$ cat src/rtl/seq_add_sub_unit.sv
// Slice-serial add/subtract unit: WIDTH-bit operands processed CHUNK bits per clock, LSB first,
// with optional signed saturation, NZCV-style flags and valid/ready on both sides.
//
// state | meaning
// IDLE  | ready for operands, in_ready=1
// CALC  | adding one CHUNK-bit slice per clock
// DONE  | result and flags valid, held until out_ready
module seq_add_sub_unit #(
  parameter int WIDTH = 16,
  parameter int CHUNK = 4
) (
  input  logic             clk,
  input  logic             rst_n,
  input  logic             in_valid,
  output logic             in_ready,
  input  logic [WIDTH-1:0] a,
  input  logic [WIDTH-1:0] b,
  input  logic             sub,
  input  logic             sat,
  output logic             out_valid,
  input  logic             out_ready,
  output logic [WIDTH-1:0] result,
  output logic             carry,
  output logic             overflow,
  output logic             zero,
  output logic             negative
);

  localparam int NCHUNK = WIDTH / CHUNK;
  localparam int CW = (NCHUNK > 1) ? $clog2(NCHUNK) : 1;
  localparam logic [CW-1:0] CNT_LOAD = CW'(NCHUNK - 1);

  typedef enum logic [1:0] {IDLE, CALC, DONE} state_t;

  state_t           state_q;
  logic [WIDTH-1:0] a_q;
  logic [WIDTH-1:0] b_q;
  logic [WIDTH-1:0] sum_q;
  logic             sign_a_q;
  logic             sub_q;
  logic             sat_q;
  logic             carry_q;
  logic [CW-1:0]    cnt_q;

  logic [WIDTH-1:0] result_q;
  logic             carry_f_q;
  logic             overflow_q;
  logic             zero_q;
  logic             negative_q;

  logic [CHUNK-1:0] a_s;
  logic [CHUNK-1:0] b_s;
  logic [CHUNK:0]   slice_full;
  logic [CHUNK-1:0] s_s;
  logic             cout_s;
  logic             cmsb_s;
  logic             ovf_final;
  logic [WIDTH-1:0] sum_next;
  logic [WIDTH-1:0] res_final;

  // Operands shift right each slice; finished slices enter the sum register from the top,
  // so after NCHUNK slices slice 0 sits at bit 0.
  always_comb begin
    a_s        = a_q[CHUNK-1:0];
    b_s        = b_q[CHUNK-1:0];
    slice_full = {1'b0, a_s} + {1'b0, b_s} + {{CHUNK{1'b0}}, carry_q};
    s_s        = slice_full[CHUNK-1:0];
    cout_s     = slice_full[CHUNK];
    cmsb_s     = s_s[CHUNK-1] ^ a_s[CHUNK-1] ^ b_s[CHUNK-1];
    ovf_final  = cmsb_s ^ cout_s;
    sum_next   = (sum_q >> CHUNK) | (WIDTH'(s_s) << (WIDTH - CHUNK));
    res_final  = sum_next;
    if (sat_q && ovf_final) begin
      res_final = sign_a_q ? {1'b1, {(WIDTH-1){1'b0}}} : {1'b0, {(WIDTH-1){1'b1}}};
    end
  end

  always_ff @(posedge clk or negedge rst_n) begin
    if (!rst_n) begin
      state_q    <= IDLE;
      a_q        <= '0;
      b_q        <= '0;
      sum_q      <= '0;
      sign_a_q   <= 1'b0;
      sub_q      <= 1'b0;
      sat_q      <= 1'b0;
      carry_q    <= 1'b0;
      cnt_q      <= '0;
      result_q   <= '0;
      carry_f_q  <= 1'b0;
      overflow_q <= 1'b0;
      zero_q     <= 1'b0;
      negative_q <= 1'b0;
    end else begin
      case (state_q)
        IDLE: begin
          if (in_valid) begin
            a_q      <= a;
            b_q      <= sub ? ~b : b;
            sign_a_q <= a[WIDTH-1];
            sub_q    <= sub;
            sat_q    <= sat;
            carry_q  <= sub;
            sum_q    <= '0;
            cnt_q    <= CNT_LOAD;
            state_q  <= CALC;
          end
        end
        CALC: begin
          a_q     <= a_q >> CHUNK;
          b_q     <= b_q >> CHUNK;
          sum_q   <= sum_next;
          carry_q <= cout_s;
          if (cnt_q == '0) begin
            result_q   <= res_final;
            carry_f_q  <= sub_q ? ~cout_s : cout_s;
            overflow_q <= ovf_final;
            zero_q     <= (res_final == '0);
            negative_q <= res_final[WIDTH-1];
            state_q    <= DONE;
          end else begin
            cnt_q <= cnt_q - 1'b1;
          end
        end
        DONE: begin
          if (out_ready) state_q <= IDLE;
        end
        default: state_q <= IDLE;
      endcase
    end
  end

  assign in_ready  = (state_q == IDLE);
  assign out_valid = (state_q == DONE);
  assign result    = result_q;
  assign carry     = carry_f_q;
  assign overflow  = overflow_q;
  assign zero      = zero_q;
  assign negative  = negative_q;

endmodule

$ cat config.mk
export PLATFORM = sky130hd
export DESIGN_NAME = seq_add_sub_unit
export DESIGN_NICKNAME = d
export VERILOG_FILES = /design/src/rtl/seq_add_sub_unit.sv
export SDC_FILE = /design/constraint.sdc
export NUM_CORES = 1
export LEC_CHECK = 0
export ABC_AREA = 1
export BUFFER_PORTS_ARGS = -buffer_cell sky130_fd_sc_hd__buf_2
export CAP_MARGIN = 20
export CELL_PAD_IN_SITES_DETAIL_PLACEMENT = 1
export CELL_PAD_IN_SITES_GLOBAL_PLACEMENT = 2
export CORE_MARGIN = 5
export CORE_UTILIZATION = 30
export DETAILED_ROUTE_END_ITERATION = 8
export PLACE_DENSITY = 0.67
export SYNTH_ARGS = -nofsm -noshare
export SYNTH_HDL_FRONTEND = slang
export SYNTH_SLANG_ARGS = --single-unit
$ cat constraint.sdc
create_clock -name clk -period 4.3 [get_ports clk]
set_input_delay 0.645 -clock clk [delete_from_list [all_inputs] [get_ports clk]]
set_output_delay 0.645 -clock clk [all_outputs]
set_load 0.05 [all_outputs]
==> qor.txt <==
Delay-heaviest family, CP -> simple AND/OR/NAND/NOR gates
Routed WL -> 8.539 mm
Die width -> 118.3 µm
Outcome -> finished, final reports clean
Reg2reg setup slack -> 1.69 ns
Minimum clock period -> 2.612 ns
CTS tree -> yes
Worst-path maximum fanout -> 33
Post-CTS Hold Buffers -> 0
Total Nets Final -> 452
WP data arrival -> 2.83 ns
Final slew viol count -> 0
Cell Chain, Critical Path -> nor2_1 -> nand2_2 -> inv_2 -> nor2_2 -> inv_2 -> o21a_1
Worst hold-check path type -> primary input to asynchronous set/reset pin
Sequential share of power -> 28.4%
Wire per inst -> 15.36 µm
XOR/XNOR share of the synthesized area -> 4.481%
Tot Pwr -> 4.109 mW
First-pass GRT wire length -> 14.54 mm
Detailed Place HPWL -> 6.252 mm
CP max stage delay -> 0.73 ns
Pwr dens -> 968.2 nW/µm²
Final cell count without fillers -> 556
Worst reg-to-reg path cell count -> 6
RSZ-0062 raised after global routing -> no
Commonest non-fill, non-tap cell in the layout -> nand2_1
Multi-input gate area -> 1453 µm²
Maximum VDD drop -> 392.0 µV
Register area -> 1777 µm²
Clock sink count -> 71
Post-CTS resize count -> 0
Initial drt markers -> 86
Yosys warning total -> 0
WHS -> 0.1415 ns
Clock tree buffer depth -> 2
CTS root buf -> clkbuf_16
Initial core utilization -> 30.68%
Syn_nets -> 397
Combinational power share -> 51.6%
Pin count of the biggest net entering global routing -> 42
Syn-to-layout area delta -> 20.63%
Yosys cell types -> 38
Period utilization -> 60.75%
Clk network pwr share -> 20.0%
Critical Path Source -> state_q[1]
Final setup viols -> 0
I/O Pins -> 60
Slew @ Worst Pin -> 0.9056 ns
Vias -> 2,637
Die Ht -> 118.3 µm
Cells after Synth -> 353
Slowest cell on crit path -> nor2_2
Max Freq -> 0.3828 GHz
Buffers on Ports -> 59
Post-Synth Simple-Gate Area -> 16.36%
Vias/cell -> 4.743
Crit path top cell by count -> inv_2
Final number of hold-violating endpoints -> 0
DRT Pass-1 Iters -> 5
Post-synthesis mux area share -> 0%
Max Cap Viol -> 0
Clock skew -> 0.005321 ns
Placeable Area -> 11,470 µm²
Post-Synth Adder-Cell Area -> 2.560%
Most frequent cells in the layout -> nand2_1 (75), dfrtp_1 (71), buf_2 (59)
Slew margin rel. -> 39.56%
Synth Flop Type -> dfrtp_1
TritonCTS buffer count -> 9
Total gr overflow -> 0
Die area -> 13,990 µm²
Setup bufs post-CTS -> 0
Post-synth EDFFs -> 0
FF-to-FF End -> a_q[1]
Post-synth ARST share -> 100.0%
Leakage -> 1.981 nW
Worst reg2reg path startpoint -> state_q[1]
Synth Area in Compound Gates -> 17.67%
Switching pwr -> 1.893 mW
DRT antenna net count -> 0
Antenna violations before repair -> 0
Share of cells above drive strength 1 -> 28.57%
Switching Fraction -> 46.08%
Fin Setup TNS -> 0 ns
Placer congestion estimate -> 0.7440
Antenna diodes -> 0
DRC viols -> 0
Worst path bufs/invs -> 2
Avg Inst Size Synth -> 9.967 µm²
Filler cells -> 1,320
Reg clk slew, reported paths -> 0.06 ns
Later-pin clock latency in the skew report -> 0.33 ns
Cells after DPL -> 539
Critical path type -> register to register
H-tree levels -> 3
Row cnt -> 39
Sequential cell area fraction in the yosys report -> 50.50%
Largest family of logic cells by synthesized area -> compound AO/OA/AOI/OAI gates
Power Internal -> 2.216 mW
Vias in the first global route -> 2,882
Worst EP required -> 4.52 ns
Worst setup endpoint -> a_q[1]
#FFs+latches synth -> 71
Global Route Usage Sum -> 12.77%
Post-synthesis cell area -> 3518 µm²
CP Depth -> 6
Crit path launch type -> register
Worst setup EP type -> register
==> power by group through the flow <==
| stage | Combinational, mW | Clock, mW | Sequential, mW |
|---|---|---|---|
| floorplan | 1.44 | 0 | 1.44 |
| global placement | 2.12 | 0 | 1.17 |
| detailed placement | 2.16 | 0 | 1.18 |
| CTS | 2.17 | 0.849 | 1.17 |
| global route | 2.38 | 0.873 | 1.21 |
| finish | 2.12 | 0.822 | 1.17 |
==> routing by layer <==
metal | up-vias | global-route usage, % | part of all wire [%]
li1 | 1294 | - | -
met1 | 1282 | 15.96 | 46
met2 | 51 | 21.59 | 48
met3 | 10 | 3.295 | 4.3
met4 | 0 | 4.086 | 1.4
met5 | - | 0 | 0
==> worst min path at each step <==
| stage | to | from | slack, ns |
|---|---|---|---|
| 2_1_floorplan | a_q[0] | rst_n | 0.35 |
| 3_3_place_gp | carry | carry | 0.47 |
| 3_5_place_dp | result[0] | result[0] | 0.47 |
| 4_1_cts | state_q[1] | out_ready | 0.48 |
| 5_1_grt | result[0] | rst_n | 0.14 |
| 6_report | result[0] | rst_n | 0.14 |
==> synth_stat cells, types with 4 or more instances <==
cell	count	share of area, %
nand2_2	8	1.4
inv_1	37	3.9
o22ai_1	7	1.2
clkbuf_1	7	0.75
o21ai_0	16	2.3
a21oi_1	4	0.57
o211ai_1	12	2.6
nand3_1	6	0.85
buf_2	5	0.71
nor3_1	13	1.8
dfrtp_1	71	50
nor2_1	8	0.85
ha_1	4	1.4
xnor2_1	16	4.0
nand2_1	75	8.0
a2bb2oi_2	13	5.5
buf_6	4	1.3
nand3_2	4	1.1
o21ai_1	6	0.85
o21a_1	4	0.85
a221oi_1	8	2.0
==> logic make-up after synthesis <==
kind of cell / count (synthesis)
XOR/XNOR: 18
AO/OA/AOI/OAI: 77
flip-flops: 71
adder cells (fa/ha/maj): 6
buffers and inverters: 61
AND/OR/NAND/NOR: 120
==> flip-flops by register name (all words and copies together), names as in the netlist <==
| name | flops |
|---|---|
| state_q | 2 |
| zero | 1 |
| carry | 1 |
| cnt_q | 2 |
| sub_q | 1 |
| sign_a_q | 1 |
| result | 16 |
| overflow | 1 |
| a_q | 16 |
| sum_q | 12 |
| carry_q | 1 |
| sat_q | 1 |
| b_q | 16 |
==> final cells by class <==
type	instances	share of cell area (%)
inverter	42	3.892
multi-input combinational	221	34.23
clock inverter	5	1.887
sequential	71	41.86
clock buffer	11	5.955
timing repair buffer	63	7.960
tap	143	4.216
==> metrics by stage <==
stage | area (µm²) | util, % | worst slack (ns)
after floorplan | 3518 | - | 2.085
after global placement | 3891 | 33.93 | 1.455
after detailed placement | 3891 | 33.93 | 1.362
after CTS | 4224 | 36.84 | 1.550
after global routing | 4244 | 37.01 | 1.320
final | 4244 | 37.01 | 1.688
(Power assumes the default switching activity.)
